[config.mk]
export PLATFORM = sky130hd
export DESIGN_NAME = priority_encoder_sv_flat
export DESIGN_NICKNAME = d
export VERILOG_FILES = /design/src/rtl/priority_encoder_sv_if.sv /design/src/rtl/priority_encoder_sv.sv /design/src/flat_wrapper.sv
export SDC_FILE = /design/constraint.sdc
export NUM_CORES = 1
export LEC_CHECK = 0
export CAP_MARGIN = 0
export CORE_AREA = 4 4 41 43
export DETAILED_ROUTE_END_ITERATION = 8
export DIE_AREA = 0 0 45 47
export HOLD_SLACK_MARGIN = 0.12
export PLACE_DENSITY = 0.48
export RECOVER_POWER = 50
export SETUP_SLACK_MARGIN = 0.1
export SYNTH_ARGS = -nofsm -noshare
export SYNTH_HDL_FRONTEND = slang
export SYNTH_SLANG_ARGS = --single-unit
[constraint.sdc]
create_clock -name clk -period 0.9 [get_ports clk]
set_clock_uncertainty 0.1 [all_clocks]
set_input_delay 0.18 -clock clk [delete_from_list [all_inputs] [get_ports clk]]
set_output_delay 0.18 -clock clk [all_outputs]
set_load 0.02 [all_outputs]
[src/rtl/priority_encoder_sv_if.sv]
// Request/result bundle for priority_encoder_sv: request bits in, combinational
// and registered encoder results out.
interface priority_encoder_sv_if #(
  parameter int WIDTH = 3,
  parameter int OUT_W = $clog2(WIDTH)
);
  logic [WIDTH-1:0] in_i;
  logic [OUT_W-1:0] out_o;
  logic             valid_o;
  logic             multi_o;
  logic [OUT_W-1:0] out_q_o;
  logic             valid_q_o;
  logic             change_o;

  modport master (
    output in_i,
    input  out_o, valid_o, multi_o, out_q_o, valid_q_o, change_o
  );

  modport slave (
    input  in_i,
    output out_o, valid_o, multi_o, out_q_o, valid_q_o, change_o
  );
endinterface

[src/rtl/priority_encoder_sv.sv]
// Priority encoder: the highest set request bit wins. The combinational index,
// valid and multi outputs are paired with a registered copy and a change pulse.
module priority_encoder_sv #(
  parameter int WIDTH = 3,
  parameter int OUT_W = $clog2(WIDTH)
) (
  input  logic                  clk,
  input  logic                  rst,
  priority_encoder_sv_if.slave  bus
);

  // Two or more bits are set exactly when clearing the lowest set bit leaves a
  // nonzero value.
  function automatic logic has_multi(input logic [WIDTH-1:0] v);
    logic [WIDTH-1:0] lowered;
    lowered = v & (v - {{(WIDTH-1){1'b0}}, 1'b1});
    return |lowered;
  endfunction

  logic [OUT_W-1:0] out_s;
  logic             valid_s;
  logic             multi_s;
  logic [OUT_W-1:0] out_q, out_d;
  logic             valid_q, valid_d;
  logic             change_q, change_d;

  // Ascending scan so that the last (highest) set bit overrides lower ones.
  always_comb begin
    out_s = {OUT_W{1'b0}};
    for (int i = 0; i < WIDTH; i++) begin
      if (bus.in_i[i]) begin
        out_s = OUT_W'(i);
      end else begin
        out_s = out_s;
      end
    end
    valid_s = |bus.in_i;
    multi_s = has_multi(bus.in_i);
  end

  // Next-state values for the capture registers and the change pulse.
  always_comb begin
    out_d    = out_s;
    valid_d  = valid_s;
    change_d = ({valid_s, out_s} != {valid_q, out_q});
  end

  // Capture registers; reset clears them to the {0, 0} idle code.
  always_ff @(posedge clk or posedge rst) begin
    if (rst) begin
      out_q    <= {OUT_W{1'b0}};
      valid_q  <= 1'b0;
      change_q <= 1'b0;
    end else begin
      out_q    <= out_d;
      valid_q  <= valid_d;
      change_q <= change_d;
    end
  end

  assign bus.out_o     = out_s;
  assign bus.valid_o   = valid_s;
  assign bus.multi_o   = multi_s;
  assign bus.out_q_o   = out_q;
  assign bus.valid_q_o = valid_q;
  assign bus.change_o  = change_q;

endmodule

[src/flat_wrapper.sv]
// flat-port wrapper written by rule: the top's interface ports become plain ports
module priority_encoder_sv_flat 
#(
  parameter int WIDTH = 3,
  parameter int OUT_W = $clog2(WIDTH)
)
  (clk, rst, bus_in_i, bus_out_o, bus_valid_o, bus_multi_o, bus_out_q_o, bus_valid_q_o, bus_change_o);
  priority_encoder_sv_if #(.WIDTH(WIDTH), .OUT_W(OUT_W)) bus_i ();
  input  logic clk;
  input  logic rst;
  input wire logic [$bits(bus_i.in_i)-1:0] bus_in_i;
  output wire logic [$bits(bus_i.out_o)-1:0] bus_out_o;
  output wire logic [$bits(bus_i.valid_o)-1:0] bus_valid_o;
  output wire logic [$bits(bus_i.multi_o)-1:0] bus_multi_o;
  output wire logic [$bits(bus_i.out_q_o)-1:0] bus_out_q_o;
  output wire logic [$bits(bus_i.valid_q_o)-1:0] bus_valid_q_o;
  output wire logic [$bits(bus_i.change_o)-1:0] bus_change_o;
  assign bus_i.in_i = bus_in_i;
  assign bus_out_o = bus_i.out_o;
  assign bus_valid_o = bus_i.valid_o;
  assign bus_multi_o = bus_i.multi_o;
  assign bus_out_q_o = bus_i.out_q_o;
  assign bus_valid_q_o = bus_i.valid_q_o;
  assign bus_change_o = bus_i.change_o;
  priority_encoder_sv #(.WIDTH(WIDTH), .OUT_W(OUT_W)) u_core (.clk(clk), .rst(rst), .bus(bus_i));
endmodule
==> results of run 1 <==
final timing paths:
kind | cells past startpoint | endpoint | start | slack, ns
worst max-delay path | 4 | u_core.bus.change_o | u_core.bus.valid_q_o | -0.27
worst min-delay path | 2 | u_core.bus.valid_q_o | bus_in_i[0] | 0.06
max in group asynchronous | 2 | u_core.bus.valid_q_o | rst | 0.36
worst max register to register | 4 | u_core.bus.change_o | u_core.bus.valid_q_o | -0.27
min in group asynchronous | 2 | u_core.bus.change_o | rst | 0.17
worst min register to register | 3 | u_core.bus.change_o | u_core.bus.out_q_o[1] | 0.54
state kept, by name (all words and copies together), names as in the netlist:
signal,flops
u_core.bus.change_o,1
u_core.bus.out_q_o,2
u_core.bus.valid_q_o,1
critical path: cells and delay by family (launching register included):
| kind | cells | cell delay [ns] |
|---|---|---|
| flops | 1 | 0.41 |
| compound gates | 2 | 0.28 |
| buf+inv | 1 | 0.12 |
| xor+xnor | 1 | 0.13 |
power groups by stage:
stage          sequential, uW  clock [uW]  combinational, uW
3_5_place_dp              197           0                138
3_3_place_gp              197           0                137
2_1_floorplan             212           0               39.8
6_report                  197         257                162
5_1_grt                   198         277                174
4_1_cts                   197         274                161
per-layer routing:
metal	track usage [%]	vias up	part of all wire [%]
met4	10.5	0	2.3
li1	-	102	-
met1	6.65	93	38
met3	3.07	2	15
met5	0	-	0
met2	8.76	13	44
layout make-up:
cell class	count	area [sq um]
Fill cell	138	856
Timing Repair Buffer	22	219
Sequential cell	4	101
Multi-Input combinational cell	9	76.3
Clock buffer	4	26.3
Tap cell	15	18.8
Inverter	1	3.75
cell usage in the layout (no fill, tap or decap):
cell type and instances:
and4b_1 1, o31ai_1 1, buf_6 9, nor2b_4 1
dfrtp_2 1, clkbuf_1 1, buf_4 7, inv_1 1
buf_8 3, xor2_1 1, maj3_2 1, nor2_1 1
dlygate4sd3_1 1, or3_4 1, buf_2 2, clkbuf_4 3
nand3_1 1, dfrtp_1 3, a21oi_1 1
cells by family after synthesis:
| logic type | Yosys count | synth area share [%] |
|---|---|---|
| AND/OR/NAND/NOR | 5 | 18.0 |
| flip-flops | 4 | 57.6 |
| AO/OA/AOI/OAI | 2 | 7.19 |
| buffers and inverters | 2 | 6.47 |
| XOR/XNOR | 1 | 5.04 |
| adder cells (fa/ha/maj) | 1 | 5.76 |
through the flow:
stage / instance area (sq um) / cells
after floorplan: 184 / 15
final: 445 / 55
after global routing: 445 / 55
after detailed placement: 360 / 47
after CTS: 434 / 54
after global placement: 360 / 47
timing repair:
action	4_1_cts	5_1_grt
hold endpoints to repair	6	6
setup endpoints to repair	11	8
pin swaps	2	1
setup buffers	3	1
resized for setup	67	1
==> reports/qor.csv, run 1 <==
stage;metric;value;unit
outcome;outcome;complete, but fails checks;
outcome;failing checks;negative setup slack;
critical_path;maximum single-stage delay on the critical path;0.41;ns
min_path;Hold Crit Class;input pin to flop;
synth;most instantiated library cell after synthesis;dfrtp_1;
place;Placer Congestion;0.667;
global_routing;first-pass GRT wire length;897;um
timing;f_max;858;MHz
synth;syn nets;20;
synth;Ys Warns;0;
synth;syn avg cell area;11.6;sq um
final_layout;layout cells sized above 1;70.0;%
synth;Seq cells post-synth;4;
route;Final ANT Viol Nets;0;
power_and_ir_drop;worst vdd rail ir drop;530;uV
timing;RSZ-0062 raised after global routing;true;
timing;final count of hold timing violations;0;
power_and_ir_drop;sequential power share;31.9;%
route;via/cell ratio;3.82;
final_layout;Area growth syn-to-layout;156;%
floorplan;starting density of the core;13.4;%
synth;post-synthesis cell count;15;
synth;Synth Flop Type;dfrtp_1;
power_and_ir_drop;Net Switching;161;uW
synth;library cells used by synthesis;12;
place;Post-Place Worst Slack;-0.985;ns
timing;normalized max-slew margin;86.5;%
final_layout;n_diodes;0;
final_layout;NumNets Final;46;
power_and_ir_drop;switching share of total power;26.0;%
global_routing;initial antenna violation count;0;
synth;ys async rst share;100;%
power_and_ir_drop;Clock power frac;41.7;%
floorplan;die height;47;um
timing;fin crit share;130;%
floorplan;row count;13;
synth;area leader, netlist;dfrtp_1;
route;WL final;528;um
timing;Setup TNS Final;-1.12;ns
power_and_ir_drop;combinational power share;26.3;%
route;drt pass-1 iters;1;
timing;Final WS setup;-0.266;ns
clock_network;Num CTS Buffers;3;
timing;crit path time final;1.17;ns
flow_run;Max Cap Violations;0;
clock_network;Worst-Skew Late Latency;0.24;ns
global_routing;number of global-route vias before repair;207;
route;initial drt markers;0;
route;# DRC;0;
synth;Synth top area share;57.6;%
global_routing;total track usage;6.81;%
clock_network;clock tree buffer depth;2;
floorplan;core area;0.00130;sq mm
synth;EDFF count, synth;0;
power_and_ir_drop;leakage;0.000213;uW
critical_path;Worst EP arrival;1.19;ns
critical_path;CP endpoint kind;flop;
route;DR WL/cell;9.60;um
critical_path;Startpoint Class;flop;
synth;cell area after synthesis;174;sq um
floorplan;Die X-Extent;45;um
clock_network;CTS root buf;clkbuf_4;
timing;Worst-Margin Slew;0.200;ns
final_layout;fin util;34.2;%
critical_path;CP Class;flop to flop;
power_and_ir_drop;P per Cell Area;1380;mW/mm^2
power_and_ir_drop;Int Pwr;456;uW
place;Buffers on Ports;12;
global_routing;GRT overflow;0;
global_routing;largest net degree at the start of global routing;5;
critical_path;Worst path slowest cell;dfrtp_2;
power_and_ir_drop;total power;617;uW
clock_network;Clock Pin Slew Worst Setup and Hold Paths;0.05;ns
timing;final hold slack;0.0601;ns
critical_path;required time worst endpoint;0.92;ns
clock_network;CTS H-tree lvls;1;
route;via count;210;
floorplan;# IOs;13;
timing;final slew viol count;0;
critical_path;cell-by-cell trace of the critical path;buf_6, xor2_1, o31ai_1, a21oi_1;
critical_path;crit path max fanout;2;
floorplan;die area;0.00212;sq mm
clock_network;TritonCTS clock tree;done;
timing;Final Setup Violations;8;
synth;sequential share of the synthesized area;57.6;%
synth;largest cells by area after synthesis;dfrtp_1 (58%), and4b_1 (5.8%), maj3_1 (5.8%);
clock_network;clk sinks;4;
Note: power is estimated with default switching activity, not from simulation.
==> inputs of run 2 (changes only) <==
- CAP_MARGIN: 0 -> default
- PLACE_DENSITY: 0.48 -> 0.47
- clock period: 0.9 -> 1.4 ns (I/O delays scaled with it)
==> run 2 against run 1 <==
  * The run now ends clean
  * Die area is the same
  * Flip-flop and latch count is the same
  * Count of clock-buffer cells in the layout shrank 1
  * Register-to-register slack gained 0.51 ns
  * Clock power shrank 46%
  * Global-route usage shrank 0.40 points
  * Power shrank 46%
  * Combinational power shrank 57%
  * Wire length shrank 9.8%
  * Sequential share of layout area grew 7.6 points
  * Critical path depth shrank 1
  * Critical path type is now input pin to primary output
  * Critical endpoint is now bus_valid_o
  * Largest cell class unchanged
  * Highest routed layer is now met3
==> reports/qor.csv, run 2 (synthesis gave the netlist of run 1 again) <==
stage;metric;value;unit
outcome;outcome;completed;
final_layout;layout cells sized above 1;47.1;%
floorplan;Die X-Extent;45;um
route;via/cell ratio;3.96;
timing;RSZ-0062 raised after global routing;true;
critical_path;CP Class;input pin to primary output;
clock_network;Clock Pin Slew Worst Setup and Hold Paths;0.03;ns
floorplan;die height;47;um
timing;normalized max-slew margin;85.9;%
floorplan;# IOs;13;
power_and_ir_drop;worst vdd rail ir drop;512;uV
place;Post-DP Area;335;sq um
power_and_ir_drop;leakage;0.000157;uW
floorplan;die area;0.00212;sq mm
global_routing;initial antenna violation count;0;
route;DR WL/cell;9.71;um
clock_network;CTS H-tree lvls;1;
critical_path;crit path max fanout;3;
floorplan;row count;13;
place;Placed Cells incl. Taps;45;
critical_path;Startpoint Class;input pin;
critical_path;Worst path slowest cell;or3_1;
critical_path;cell-by-cell trace of the critical path;buf_2, or3_1, buf_6;
critical_path;maximum single-stage delay on the critical path;0.40;ns
final_layout;Area growth syn-to-layout;89.9;%
final_layout;commonest cells after routing, fill and taps aside;buf_4 (5), dfrtp_1 (4), clkbuf_4 (3), buf_2 (3);
power_and_ir_drop;P per Cell Area;1010;mW/mm^2
timing;Final Setup Violations;0;
timing;Worst-Margin Slew;0.213;ns
timing;fin crit share;94.5;%
final_layout;design area;330;sq um
route;drt pass-1 iters;1;
global_routing;number of global-route vias before repair;233;
power_and_ir_drop;total power;335;uW
critical_path;required time worst endpoint;1.02;ns
floorplan;core area;0.00130;sq mm
clock_network;clock tree buffer depth;2;
critical_path;WP buf/inv;2;
clock_network;cts hold-fix bufs;0;
final_layout;Largest register FFs;2;
global_routing;GRT overflow;0;
min_path;Hold Crit Class;input pin to flop;
route;Final ANT Viol Nets;0;
clock_network;TritonCTS clock tree;done;
global_routing;largest net degree at the start of global routing;5;
clock_network;Worst-Skew Late Latency;0.23;ns
place;Buffers on Ports;12;
critical_path;CP delay by family, top;simple AND/OR/NAND/NOR gates;
route;WL final;476;um
flow_run;Max Cap Violations;0;
final_layout;NumNets Final;41;
critical_path;CP endpoint kind;primary output;
timing;final count of hold timing violations;0;
final_layout;post-layout instance count excluding filler cells;49;
route;via count;194;
global_routing;total track usage;6.42;%
route;# DRC;0;
floorplan;starting density of the core;13.4;%
timing;f_max;756;MHz
place;Placer Congestion;0.670;
clock_network;clk sinks;4;
place;hpwl dp;399;um
global_routing;first-pass GRT wire length;890;um
clock_network;CTS root buf;clkbuf_4;
route;initial drt markers;0;
clock_network;Num CTS Buffers;3;
timing;Setup TNS Final;0;ns
timing;final slew viol count;0;
critical_path;Worst EP arrival;0.94;ns
final_layout;fin util;25.4;%
final_layout;n_diodes;0;
final_layout;most common cell after layout, fill and taps aside;buf_4;
timing;crit path time final;1.32;ns
[run 2: per-stage QoR]
step	hold slack (ns)	setup WS, ns
floorplan	-0.0539	0.269
global placement	0.377	-0.672
detailed placement	0.394	-0.675
CTS	0.149	0.0753
global route	0.258	0.0539
finish	0.251	0.0772
[run 2: layer usage]
layer	track usage [%]	wire [um]	up-vias	share of wire, %
met3	6.90	93	0	20
met1	6.19	195	87	41
met2	9.32	187	15	39
met5	0	0	-	0
li1	-	-	92	-
met4	1.75	0	0	0
[run 2: timing repair]
item,CTS,global route
gates resized for setup,38,6
setup buffers,1,0
pin swaps,2,0
endpoints found under the hold margin,0,0
setup endpoints to repair,9,5
[run 2: path summary, 6_finish.rpt]
| path | start | to | slack, ns | cells past startpoint |
|---|---|---|---|---|
| max | bus_in_i[0] | bus_valid_o | 0.08 | 3 |
| min reg2reg | u_core.bus.out_q_o[1] | u_core.bus.change_o | 0.48 | 2 |
| min in group asynchronous | rst | u_core.bus.valid_q_o | 0.28 | 2 |
| max in group asynchronous | rst | u_core.bus.change_o | 0.76 | 2 |
| max reg2reg | u_core.bus.valid_q_o | u_core.bus.change_o | 0.24 | 4 |
| min | bus_in_i[2] | u_core.bus.out_q_o[1] | 0.25 | 2 |
[run 2: layout make-up]
class	instances	area (sq um)
clock buffer	3	22.5
fill	149	971
inverter	1	3.75
multi-input combinational	9	63.8
sequential	4	100
tap	15	18.8
timing repair buffer	17	121
[run 2: power by group]
| part | switching, uW | total (uW) | internal, uW |
|---|---|---|---|
| registers | 3.71 | 126 | 123 |
| clock network | 42.4 | 138 | 95.5 |
| logic | 36.9 | 70.4 | 33.5 |
==> inputs of run 3 (changes only) <==
- SLEW_MARGIN: default -> 10
==> results of run 3 <==
Same layout as run 2: the final DEF is identical, and so are final timing and power.
==> patch (config.mk and constraints of run 3) <==
`WIDTH` is set to 3 in 3 places; all go to 6.
--- a/src/rtl/priority_encoder_sv_if.sv
+++ b/src/rtl/priority_encoder_sv_if.sv
@@ -3,3 +3,3 @@
 interface priority_encoder_sv_if #(
-  parameter int WIDTH = 3,
+  parameter int WIDTH = 6,
   parameter int OUT_W = $clog2(WIDTH)
--- a/src/rtl/priority_encoder_sv.sv
+++ b/src/rtl/priority_encoder_sv.sv
@@ -3,3 +3,3 @@
 module priority_encoder_sv #(
-  parameter int WIDTH = 3,
+  parameter int WIDTH = 6,
   parameter int OUT_W = $clog2(WIDTH)
--- a/src/flat_wrapper.sv
+++ b/src/flat_wrapper.sv
@@ -3,3 +3,3 @@
 #(
-  parameter int WIDTH = 3,
+  parameter int WIDTH = 6,
   parameter int OUT_W = $clog2(WIDTH)
Ports: changed (resized bus_in_i, bus_out_o and bus_out_q_o); port bits go from 13 to 18. The function was not compared with the original's and may differ.
==> patch against run 3 <==
The flow now finishes with violations (negative setup slack); design area rose by 120%; total power up 50%; routed wire length increased by 110%; sequential cell count grew 1; critical path depth grew 3; non-clock buffer count rose by 18; worst setup slack got worse by 150 ps; first-iteration DRC count grew 2; final cell count grew 63%; core utilization up 29 points; register-to-register slack better by 90 ps; synthesized area rose by 45%; critical path type unchanged.
==> patch: results (changes against run 3) <==
average wire per standard cell - 12.5 microns (+29%)
GRT Total Usage - 10.8% (+4.4 points)
row cnt - 13 (unchanged)
ANT cells - 0 (unchanged)
Pre-antenna DRT Iters - 2 (+1)
flop-to-flop setup slack - 330 ps (+90 ps)
Peak VDD IR - 0.299 mV (-42%)
Post-synth top cells - dfrtp_1 (5), nor2_1 (4), a21oi_1 (2), inv_1 (2), xnor2_1 (2)
Post-DP HPWL - 687 microns (+72%)
layout cells sized above 1 - 70.8% (+24 points)
Clock Power - 0.162 mW (+17%)
status - finished, violations left
Clock Pin Slew Worst Setup and Hold Paths - 40 ps
largest cells by area after synthesis - dfrtp_1 (50%), xnor2_1 (6.9%), nor2_1 (5.9%)
worst min path class - primary input to asynchronous set/reset pin
critical path's slowest cell - or2_4
async set-or-reset flop fraction in the synthesized netlist - 100% (unchanged)
placed instance area - 532 sq um (+59%)
Worst Path Max Fanout - 4 (+1)
Max-Slew Margin vs Limit - 81.2% (-4.6 points)
# nets final - 74 (+80%)
Crit path max-delay family - buffers and inverters
Post-Syn Nets - 34 (+70%)
Leak - 0.316 nW (+100%)
root buf cell - clkbuf_4
sequential cell area fraction in the yosys report - 49.5% (-8.0 points)
final worst slack - -75.0 ps (-152 ps)
post-synthesis mux area share - 3.96% (+4.0 points)
max reg flops - 3 (+1)
post-synth cell types - 16 (+4)
cell-internal power - 0.362 mW (+44%)
CTS Buffer Depth - 2 (unchanged)
drt initial violations - 2 (+2)
vias in the first global route - 389 (+67%)
failing checks - negative setup slack
Crit path largest cell delay - 260 ps (-140 ps)
Fin Setup TNS - -148 ps (-148 ps)
Finish-stage setup viols - 4 (+4)
compound-gate portion of the synthesized area - 19.8% (+13 points)
gpl congestion - 0.710 (+6.0%)
WP data arrival - 1100 ps (+160 ps)
via count - 359 (+85%)
filler cell count - 126 (-15%)
initial antenna violation count - 0 (unchanged)
Synth warnings - 0 (unchanged)
H-tree Lvls - 1 (unchanged)
IO Port Bufs - 17 (+5)
Worst-Skew Late Latency - 240 ps
Power Total - 0.503 mW (+50%)
Comb power frac - 36.2% (+15 points)
CTS Buf Count - 3 (unchanged)
largest net degree at the start of global routing - 6 (+1)
Post-Synth Adder-Cell Area - 0% (-5.8 points)
post-synthesis xor/xnor area fraction - 6.93% (+1.9 points)
first-pass GRT wire length - 1580 microns (+78%)
-- patch: cells by family after synthesis --
| group | count (synthesis) |
|---|---|
| AOI/OAI and AO/OA | 7 |
| xor gates and xnor gates | 2 |
| buffers and inverters | 2 |
| DFF | 5 |
| muxes | 1 |
| and+or+nand+nor | 9 |
-- patch: worst paths after layout --
path	from	end	cells after the start
min reg2reg	u_core.bus.out_q_o[1]	u_core.bus.change_o	2
max reg2reg	u_core.bus.out_q_o[2]	u_core.bus.change_o	4
min	rst	u_core.bus.valid_q_o	2
max	bus_in_i[4]	bus_out_o[1]	6
max in group asynchronous	rst	u_core.bus.out_q_o[1]	2
min in group clk	bus_in_i[3]	u_core.bus.valid_q_o	4
-- patch: final cells by class --
| type | count | area share, % |
|---|---|---|
| clock buffers | 4 | 3.70 |
| flip-flops and latches | 5 | 17.6 |
| repair buffers | 35 | 47.2 |
| well taps | 15 | 2.64 |
| inverters | 2 | 1.06 |
| multi-input cells | 19 | 27.8 |
-- patch: through the flow --
stage	worst slack, ps	util (%)	hold WS (ps)	std cells
finish	-75.0	54.6	282	80
global route	-116	54.6	303	80
CTS	-149	51.1	142	78
detailed placement	-902	40.9	392	68
global placement	-886	40.9	392	68
floorplan	80.6	-	-41.5	26
-- patch: repair_timing --
item | 4_1_cts | 5_1_grt
endpoints found under the setup margin | 13 | 8
hold buffers | 0 | 0
resized for setup | 80 | 15
endpoints found under the hold margin | 0 | 0
pin swaps | 7 | 6
buffers inserted | 6 | 2
-- patch: per-layer routing --
metal  share of wire [%]  GRT usage, %  vias to the layer above  wire, microns
met3                 5.5          1.53                        2             55
met4                 1.4          8.77                        0             14
met1                  30          8.97                      172            305
met2                  63          22.0                       14            626
li1                    -             -                      171              -
met5                   0             0                        -              0
